[src/rtl/sap_1_opcode_sequencer_pkg.sv]
// sap_1_opcode_sequencer_pkg: shared opcodes, control-word bit masks and T-state one-hot constants
// Contents:
//   opcode_e       - SAP-1 opcode encodings (all unlisted values execute as NOP)
//   C_*            - single-bit masks into the 12-bit control word con
//   T1..T6         - one-hot ring-counter states, bit0 = T1
//   is_onehot6()   - legality test for a ring-counter value
package sap_1_opcode_sequencer_pkg;
    typedef enum logic [3:0] {
        OP_LDA = 4'h0,
        OP_ADD = 4'h1,
        OP_SUB = 4'h2,
        OP_OUT = 4'hE,
        OP_HLT = 4'hF
    } opcode_e;
    localparam logic [11:0] C_CP = 12'h800;
    localparam logic [11:0] C_EP = 12'h400;
    localparam logic [11:0] C_LM = 12'h200;
    localparam logic [11:0] C_CE = 12'h100;
    localparam logic [11:0] C_LI = 12'h080;
    localparam logic [11:0] C_EI = 12'h040;
    localparam logic [11:0] C_LA = 12'h020;
    localparam logic [11:0] C_EA = 12'h010;
    localparam logic [11:0] C_SU = 12'h008;
    localparam logic [11:0] C_EU = 12'h004;
    localparam logic [11:0] C_LB = 12'h002;
    localparam logic [11:0] C_LO = 12'h001;
    localparam logic [5:0] T1 = 6'b000001;
    localparam logic [5:0] T2 = 6'b000010;
    localparam logic [5:0] T3 = 6'b000100;
    localparam logic [5:0] T4 = 6'b001000;
    localparam logic [5:0] T5 = 6'b010000;
    localparam logic [5:0] T6 = 6'b100000;
    function automatic logic is_onehot6(input logic [5:0] v);
        return (v != 6'd0) && ((v & (v - 6'd1)) == 6'd0);
    endfunction
endpackage

[src/rtl/sap_1_opcode_sequencer_ring_counter.sv]
// sap_1_opcode_sequencer_ring_counter: six-position one-hot T-state ring with early wrap and self-repair
// Ports:
//   clk        - system clock, rising edge
//   rst_n      - asynchronous active-low reset, forces T1
//   advance    - step the ring one position on this edge
//   early_wrap - when advancing, load T1 instead of the next position
//   t_state    - one-hot state, bit0 = T1 ... bit5 = T6
module sap_1_opcode_sequencer_ring_counter
    import sap_1_opcode_sequencer_pkg::*;
(
    input  logic       clk,
    input  logic       rst_n,
    input  logic       advance,
    input  logic       early_wrap,
    output logic [5:0] t_state
);
    // An illegal (zero or multi-hot) value is repaired even while stalled.
    always_ff @(posedge clk or negedge rst_n) begin
        if (!rst_n)
            t_state <= T1;
        else if (!is_onehot6(t_state))
            t_state <= T1;
        else if (advance)
            t_state <= early_wrap ? T1 : {t_state[4:0], t_state[5]};
    end
endmodule

[src/rtl/sap_1_opcode_sequencer.sv]
// sap_1_opcode_sequencer: SAP-1 T-state sequencer, opcode decode and control-word generation
// Ports:
//   clk         - system clock, rising edge
//   rst_n       - asynchronous active-low reset
//   run         - advance enable; low stalls in the current T-state
//   opcode      - instruction-register upper nibble
//   t_state     - one-hot T-state, bit0 = T1 ... bit5 = T6
//   inst_onehot - decoded opcode one-hot during T4..T6, else zero
//   con         - control word [11]Cp [10]Ep [9]Lm [8]CE [7]Li [6]Ei [5]La [4]Ea [3]Su [2]Eu [1]Lb [0]Lo
//   halted      - registered halt flag, cleared only by rst_n
// Build option:
//   SAP_1_EARLY_FETCH_EN - OUT/NOP return to T1 after T4, LDA after T5; ADD/SUB keep six states
module sap_1_opcode_sequencer
    import sap_1_opcode_sequencer_pkg::*;
(
    input  logic        clk,
    input  logic        rst_n,
    input  logic        run,
    input  logic [3:0]  opcode,
    output logic [5:0]  t_state,
    output logic [15:0] inst_onehot,
    output logic [11:0] con,
    output logic        halted
);
    logic        is_lda, is_add, is_sub, is_out, is_hlt;
    logic        active, halt_now, early_wrap;
    logic [11:0] con_raw;
    assign is_lda = opcode == OP_LDA;
    assign is_add = opcode == OP_ADD;
    assign is_sub = opcode == OP_SUB;
    assign is_out = opcode == OP_OUT;
    assign is_hlt = opcode == OP_HLT;
    // rst_n is included so no load strobe escapes while reset is held.
    assign active   = rst_n && run && !halted;
    assign halt_now = active && t_state == T4 && is_hlt;
`ifdef SAP_1_EARLY_FETCH_EN
    assign early_wrap = halt_now
                     || (t_state == T4 && !(is_lda || is_add || is_sub))
                     || (t_state == T5 && is_lda);
`else
    assign early_wrap = halt_now;
`endif
    sap_1_opcode_sequencer_ring_counter u_ring (
        .clk        (clk),
        .rst_n      (rst_n),
        .advance    (run && !halted),
        .early_wrap (early_wrap),
        .t_state    (t_state)
    );
    always_ff @(posedge clk or negedge rst_n) begin
        if (!rst_n)
            halted <= 1'b0;
        else if (halt_now)
            halted <= 1'b1;
    end
    always_comb begin
        con_raw = '0;
        case (t_state)
            T1: con_raw = C_EP | C_LM;
            T2: con_raw = C_CP;
            T3: con_raw = C_CE | C_LI;
            T4: con_raw = (is_lda || is_add || is_sub) ? (C_EI | C_LM) : is_out ? (C_EA | C_LO) : '0;
            T5: con_raw = is_lda ? (C_CE | C_LA) : (is_add || is_sub) ? (C_CE | C_LB) : '0;
            T6: con_raw = is_add ? (C_LA | C_EU) : is_sub ? (C_LA | C_SU | C_EU) : '0;
            default: con_raw = '0;
        endcase
    end
    assign con         = active ? con_raw : '0;
    assign inst_onehot = (active && (t_state == T4 || t_state == T5 || t_state == T6))
                         ? (16'h0001 << opcode) : 16'h0000;
endmodule

[config.mk]
export PLATFORM = sky130hd
export DESIGN_NAME = sap_1_opcode_sequencer
export DESIGN_NICKNAME = d
export VERILOG_FILES = /design/src/rtl/sap_1_opcode_sequencer_pkg.sv /design/src/rtl/sap_1_opcode_sequencer_ring_counter.sv /design/src/rtl/sap_1_opcode_sequencer.sv
export SDC_FILE = /design/constraint.sdc
export NUM_CORES = 1
export LEC_CHECK = 0
export ABC_AREA = 1
export ABC_CLOCK_PERIOD_IN_PS = 1800
export CAP_MARGIN = 20
export CORE_ASPECT_RATIO = 0.7
export CORE_MARGIN = 3
export CORE_UTILIZATION = 37
export DETAILED_ROUTE_END_ITERATION = 7
export PLACE_DENSITY_LB_ADDON = 0.15
export SLEW_MARGIN = 15
export SYNTH_ARGS = -nofsm -noshare
export SYNTH_HDL_FRONTEND = slang
export SYNTH_SLANG_ARGS = --single-unit
[constraint.sdc]
create_clock -name clk -period 1.8 [get_ports clk]
set_clock_uncertainty 0.15 [all_clocks]
set_input_delay 0.36 -clock clk [delete_from_list [all_inputs] [get_ports clk]]
set_output_delay 0.36 -clock clk [all_outputs]
set_load 0.01 [all_outputs]
==> results of run 1 <==
per-stage QoR:
stage | cells | cell area, sq um | hold slack, ps | util [%]
after global placement | 214 | 1400 | 337.9 | 82.52
after CTS | 227 | 1494 | 67.68 | 88.05
after floorplan | 120 | 723.2 | -85.59 | -
after detailed placement | 214 | 1400 | 330.9 | 82.52
synthesized netlist by cell type, drive strengths merged:
master	instances	area, sq um
nor2	35	143.9
nand2	31	126.4
inv	16	62.56
nand3	11	65.06
dfrtp	6	150.1
a21oi	5	25.02
nand4	5	50.05
nor3	3	15.01
o21ai	2	10.00
buf	1	7.510
dfstp	1	26.28
nor4	1	6.260
o22ai	1	6.260
o31ai	1	7.510
or2	1	6.260
cells by family after synthesis:
logic type | count (synthesis) | synth area share, %
AND/OR/NAND/NOR | 87 | 58.30
buffers and inverters | 17 | 9.894
AO/OA/AOI/OAI | 9 | 6.889
flip-flops | 7 | 24.91
repair_timing:
action / 4_1_cts
setup buffers: 10
pin swaps: 21
resized for setup: 160
setup endpoints to repair: 34
==> results.toml, run 1 <==
[run_status]
status = "did not finish"
lastStage = "5_1_grt"
error = "[ERROR DPL-0033] detailed placement checks failed during check placement."

[placed_design]
place.gp.congestion = 0.8454
hpwl_um = 2480
io_buffer_count = 41
place_ws_ps = -780.9

[clocking]
clock_sinks = 7
root_buffer = "clkbuf_4"
hold_buffers = 0
numCtsBuffers = 3
clock_tree.buffer_depth = 2
htree_levels = 1

[logic_synthesis]
seq_area_frac_synth_pct = 24.91
syn_nets = 127
syn_inst = 120
postSynthAreaPerCell_sq_um = 5.901
yosys.cell_types.count = 24
yosysWarnings = 0
synth_seq_cells = 7
synth.cell_area_sq_um = 708.2

[floorplanning]
ios = 42
die_h_um = 42.61
die_w_um = 58.29
rows = 12
start_util_pct = 41.74

[sta]
timing.grt.repair.worst_endpoint = "con[0]"
worst-ep-kind = "primary output"

[global_routing]
grt_max_degree = 8
antenna_found_initial = 0
==> run 2, diff against run 1 <==
--- a/config.mk
+++ b/config.mk
@@ -8,10 +8,9 @@
 export ABC_AREA = 1
 export ABC_CLOCK_PERIOD_IN_PS = 1800
 export CAP_MARGIN = 20
-export CORE_ASPECT_RATIO = 0.7
-export CORE_MARGIN = 3
-export CORE_UTILIZATION = 37
+export CORE_AREA = 3 3 64 66
 export DETAILED_ROUTE_END_ITERATION = 7
+export DIE_AREA = 0 0 67 69
 export PLACE_DENSITY_LB_ADDON = 0.15
 export SLEW_MARGIN = 15
 export SYNTH_ARGS = -nofsm -noshare
==> run 2 against run 1 <==
Effect of this change: the flow now finishes, with violations (negative setup slack); synthesized area stayed put; synthesized cell count stayed put.
==> results.toml, run 2 <==
[run_status]
status = "complete, but fails checks"
violations = "negative setup slack"

[cells_and_area]
largest_reg_flops = 6
num_antenna_cells = 0
top_register = "u_ring.t_state"
final_util_pct = 48.04
syn_to_final_growth_pct = 146.5
drive_gt1_share_pct = 61.47
final_common_cell = "buf_4"
reg_top3 = "u_ring.t_state (6), halted (1)"
layout_common_cells = "45 x buf_4, 27 x buf_2, 25 x nand2_1"
nets = 226
fill_cells = 373

[drt]
drtAntennaViolNets = 0
wire_per_inst_um = 11.94
drcViolationCount = 0
via_count = 1116
detail_route.vias_per_cell = 4.195
drt_first_pass_iters = 4
routed_wl_um = 3177
drt_iter0_drc = 33

[clocking]
clock_tree.buffer_depth = 2
root_buffer = "clkbuf_8"
cts.clk_slew.worst_paths_ps = 40
worstSkewPairLatency_ps = 230
clock_sinks = 7
hold_buffers = 0
htree_levels = 1
cts_tree = "yes"
numCtsBuffers = 3

[pwr]
leakage_nw = 0.9091
p_per_area_mw_per_mm2 = 255.6
peakVddDrop_mv = 0.3155

[floorplanning]
ios = 42
rows = 22
dieArea_sq_mm = 0.004623
die_w_um = 67
start_util_pct = 19.49
die_h_um = 69
core-area_sq_mm = 0.003633

[min_path]
hold_path.class = "input pin to asynchronous set/reset pin"

[placed_design]
io_buffer_count = 41
place_ws_ps = -741.9
place.gp.congestion = 0.7194
hpwl_um = 2293

[global_routing]
grtUsageTotal_pct = 13.53
use_met2_pct = 22.93
first_global_vias = 1077
grt_max_degree = 8
grt_overflow = 0
antenna_found_initial = 0
grt_pass1_wl_um = 5016
met3_usage_pct = 0.9772
use_met1_pct = 17.89
top_usage_layer = "met2"

[setup_path]
path_class = "flop to output pin"
crit_fanout = 5
cp.arrival_ps = 1560
worstPathRequired_ps = 1290
cp-end-kind = "output pin"
worst_setup_path_start_kind = "flop"

[logic_synthesis]
synthArstFlopShare_pct = 100.0
postSynthAreaPerCell_sq_um = 5.901
yosys.cell_types.count = 24
yosys.area.top_type = "dfrtp_1"
syn_inst = 120
synthTopCellsByCount = "32 x nor2_1, 29 x nand2_1, 14 x inv_1, 9 x nand3_1, 6 x dfrtp_1"
synth_seq_cells = 7
synth_area_leaders = "dfrtp_1 21%, nor2_1 17%, nand2_1 15%"
synth.cell_area_sq_um = 708.2
synth.most_common_cell = "nor2_1"
synth_top_area_share_pct = 21.20
synth_edf_count = 0
yosysWarnings = 0
seq_area_frac_synth_pct = 24.91
syn_nets = 127
ys.flop_type = "dfrtp_1"

[sta]
fin_crit_sh_pct = 115.1
fmax_mhz = 482.7
drv_slew = 0
setup_ws_ps = -271.7
rsz0062_at_grt = "true"
fin_hold_ws_ps = 175.8
worst_pin_slew_ps = 268.5
setup_viol = 28
finalSetupTns_ps = -6156
slew-limit-headroom_pct = 82.06
fin_crit_ps = 2072
hold_viol = 0

[run]
drv_cap = 0
-- run 2: cell counts after synthesis --
Identical to the previous run, type by type.
-- run 2: area by class of cell --
| cell class | instances | area, sq um | area share [%] |
|---|---|---|---|
| clock buffer | 4 | 45.04 | 2.581 |
| inverter | 16 | 72.57 | 4.158 |
| multi-input combinational | 96 | 685.7 | 39.28 |
| sequential | 7 | 180.2 | 10.32 |
| tap | 48 | 60.06 | 3.441 |
| timing repair buffer | 95 | 701.9 | 40.22 |
-- run 2: final timing paths --
path / cells past startpoint / to / start / slack [ps]
max: 7 / inst_onehot[14] / u_ring.t_state[4] / -270
min: 2 / halted / rst_n / 180
max reg2reg: 9 / u_ring.t_state[0] / u_ring.t_state[0] / 150
min reg2reg: 2 / halted / halted / 350
max in group asynchronous: 2 / u_ring.t_state[0] / rst_n / 1120
min in group clk: 2 / halted / halted / 350
-- run 2: routing by layer --
metal  vias up  share of wire (%)
met5         -                  0
met4         0                1.0
met3         3                3.2
met2        24                 53
met1       510                 43
li1        579                  -
-- run 2: worst max-delay path: stages, from the launching register on --
cell and delay [ps]:
dfrtp_2 410, inv_1 70, nor2_2 170, nand3_4 110, nand3_4 160, nand4_4 130
nor2_1 120, buf_2 140
-- run 2: timing repair --
action,4_1_cts,5_1_grt
buffers inserted,14,6
pin swaps,25,13
setup endpoints to repair,33,28
resized for setup,168,25
-- run 2: through the flow --
| step | instances | cell area [sq um] | total power [W] |
|---|---|---|---|
| floorplan | 120 | 723.2 | 0.0001750 |
| global placement | 244 | 1456 | 0.0002142 |
| detailed placement | 244 | 1456 | 0.0002144 |
| CTS | 260 | 1613 | 0.0004474 |
| global route | 266 | 1745 | 0.0004631 |
| finish | 266 | 1745 | 0.0004461 |
-- run 2: kinds of logic (layout without fill, tap and decap cells) --
logic type | after synthesis | after routing | share of synthesized area [%]
simple gates | 87 | 87 | 58.30
flops | 7 | 7 | 24.91
buf+inv | 17 | 115 | 9.894
compound gates | 9 | 9 | 6.889
-- run 2: where the power goes --
| group | leakage [nW] | switching [W] | total (W) | internal, W |
|---|---|---|---|---|
| Clock | 0.0228 | 0.0000738 | 0.000228 | 0.000154 |
| Combinational | 0.802 | 0.0000359 | 0.0000604 | 0.0000245 |
| Sequential | 0.0841 | 0 | 0.000158 | 0.000158 |
Power figures use the tool's default switching activity.
==> run 3, diff against run 2 <==
--- a/config.mk
+++ b/config.mk
@@ -6,13 +6,13 @@
 export NUM_CORES = 1
 export LEC_CHECK = 0
 export ABC_AREA = 1
-export ABC_CLOCK_PERIOD_IN_PS = 1800
+export ABC_CLOCK_PERIOD_IN_PS = 2160
 export CAP_MARGIN = 20
 export CORE_AREA = 3 3 64 66
 export DETAILED_ROUTE_END_ITERATION = 7
 export DIE_AREA = 0 0 67 69
 export PLACE_DENSITY_LB_ADDON = 0.15
-export SLEW_MARGIN = 15
+export SLEW_MARGIN = 10
 export SYNTH_ARGS = -nofsm -noshare
 export SYNTH_HDL_FRONTEND = slang
 export SYNTH_SLANG_ARGS = --single-unit
==> constraint.sdc (replaced) <==
create_clock -name clk -period 2.16 [get_ports clk]
set_clock_uncertainty 0.15 [all_clocks]
set_input_delay 0.432 -clock clk [delete_from_list [all_inputs] [get_ports clk]]
set_output_delay 0.432 -clock clk [all_outputs]
set_load 0.01 [all_outputs]
==> run 3 against run 2 <==
Effect of this change: worst setup slack improved by 280 ps; largest cell class unchanged; sequential share of layout area up 0.55 points; critical endpoint is now inst_onehot[7]; critical path type unchanged; sequential power shrank 16%; the flow now finishes without violations.
==> results.toml, run 3 (synthesis gave the netlist of run 2 again) <==
[cells_and_area]
layout_common_cells = "51 x buf_4, 25 x nand2_1, 25 x buf_2"
drive_gt1_share_pct = 59.45
final_common_cell = "buf_4"
num_antenna_cells = 0
finalNonFillerCells = 265
nets = 225
syn_to_final_growth_pct = 133.9
largest_reg_flops = 6
reg_top3 = "u_ring.t_state (6), halted (1)"
top_register = "u_ring.t_state"

[floorplanning]
rows = 22
dieArea_sq_mm = 0.004623
core-area_sq_mm = 0.003633
die_h_um = 69
ios = 42
die_w_um = 67
start_util_pct = 19.49

[sta]
rsz0062_at_grt = "true"
drv_slew = 0
finalSetupTns_ps = 0
fin_crit_ps = 2150
setup_ws_ps = 10.34
setup_viol = 0
hold_viol = 0
fmax_mhz = 465.2
fin_crit_sh_pct = 99.52
fin_hold_ws_ps = 176.9
worst_pin_slew_ps = 235.3
slew-limit-headroom_pct = 84.28

[min_path]
hold_path.class = "input pin to asynchronous set/reset pin"

[global_routing]
grt_max_degree = 8
first_global_vias = 1104
grtUsageTotal_pct = 14.38
antenna_found_initial = 0
grt_pass1_wl_um = 5209
grt_overflow = 0

[clocking]
htree_levels = 1
hold_buffers = 0
worstSkewPairLatency_ps = 230
cts_tree = "yes"
clock_sinks = 7
clock_tree.buffer_depth = 2
numCtsBuffers = 3
cts.clk_slew.worst_paths_ps = 40
root_buffer = "clkbuf_8"

[pwr]
leakage_nw = 0.8685
peakVddDrop_mv = 0.2438
p_per_area_mw_per_mm2 = 221.1

[placed_design]
place.gp.congestion = 0.7863
io_buffer_count = 41
place_ws_ps = -547.2
place_inst = 241
hpwl_um = 2269

[setup_path]
crit_fanout = 7
worstPathRequired_ps = 1580
worst_setup_path_start_kind = "flop"
cp-end-kind = "output pin"
cp.arrival_ps = 1570
path_class = "flop to output pin"

[drt]
drtAntennaViolNets = 0
detail_route.vias_per_cell = 4.200
wire_per_inst_um = 11.70
drt_iter0_drc = 55
drcViolationCount = 0
drt_first_pass_iters = 6
routed_wl_um = 3100
via_count = 1113

[run]
drv_cap = 0

[run_status]
status = "finished clean"
## run 3: stage by stage
step	utilization, %	cell area (sq um)	power (W)
2_1_floorplan	-	714.4	0.0001447
3_3_place_gp	39.22	1425	0.0001777
3_5_place_dp	39.22	1425	0.0001775
4_1_cts	44.21	1607	0.0003696
5_1_grt	45.59	1657	0.0003848
6_report	45.59	1657	0.0003663
## run 3: repair_timing
item / in CTS / in global routing
gates resized for setup: 140 / 17
setup buffers: 16 / 5
setup endpoints to repair: 28 / 28
pin swaps: 20 / 17
## run 3: worst paths after layout
kind                       slack (ps)              start  cells past startpoint                end
setup reg to reg                  150  u_ring.t_state[0]                     12  u_ring.t_state[0]
min in group clk                  340             halted                      2             halted
setup / recovery                   10  u_ring.t_state[1]                      6     inst_onehot[7]
hold / removal                    180              rst_n                      2             halted
hold reg to reg                   340             halted                      2             halted
max in group asynchronous        1470              rst_n                      2  u_ring.t_state[0]
## run 3: final cells by class
type,count,area (sq um)
sequential,7,180.2
inverter,16,67.56
clock buffer,4,45.04
timing repair buffer,94,684.4
fill,391,1977
tap,48,60.06
multi-input combinational,96,619.3
## run 3: critical path: stages, from the launching register on
cell and delay, ps:
dfrtp_1 400, nor2_4 230, nand3_2 140, nand3_4 170, nand4_4 140, nor2_2 130, buf_2 130
## run 3: where the power goes
group	internal, W	total [W]	switching (W)	leakage (nW)
clock	0.000128	0.000187	0.0000587	0.0228
combinational	0.0000197	0.0000479	0.0000282	0.762
sequential	0.000132	0.000132	0	0.0841
## run 3: per-layer routing
layer  routed length, um  vias up  GRT usage [%]  share of wire, %
met2                1678       23          25.11                54
met1                1305      510          18.19                42
met3                 106        2         0.9772               3.4
met5                   0        -              0                 0
met4                  10        0          4.730              0.32
li1                    -      578              -                 -
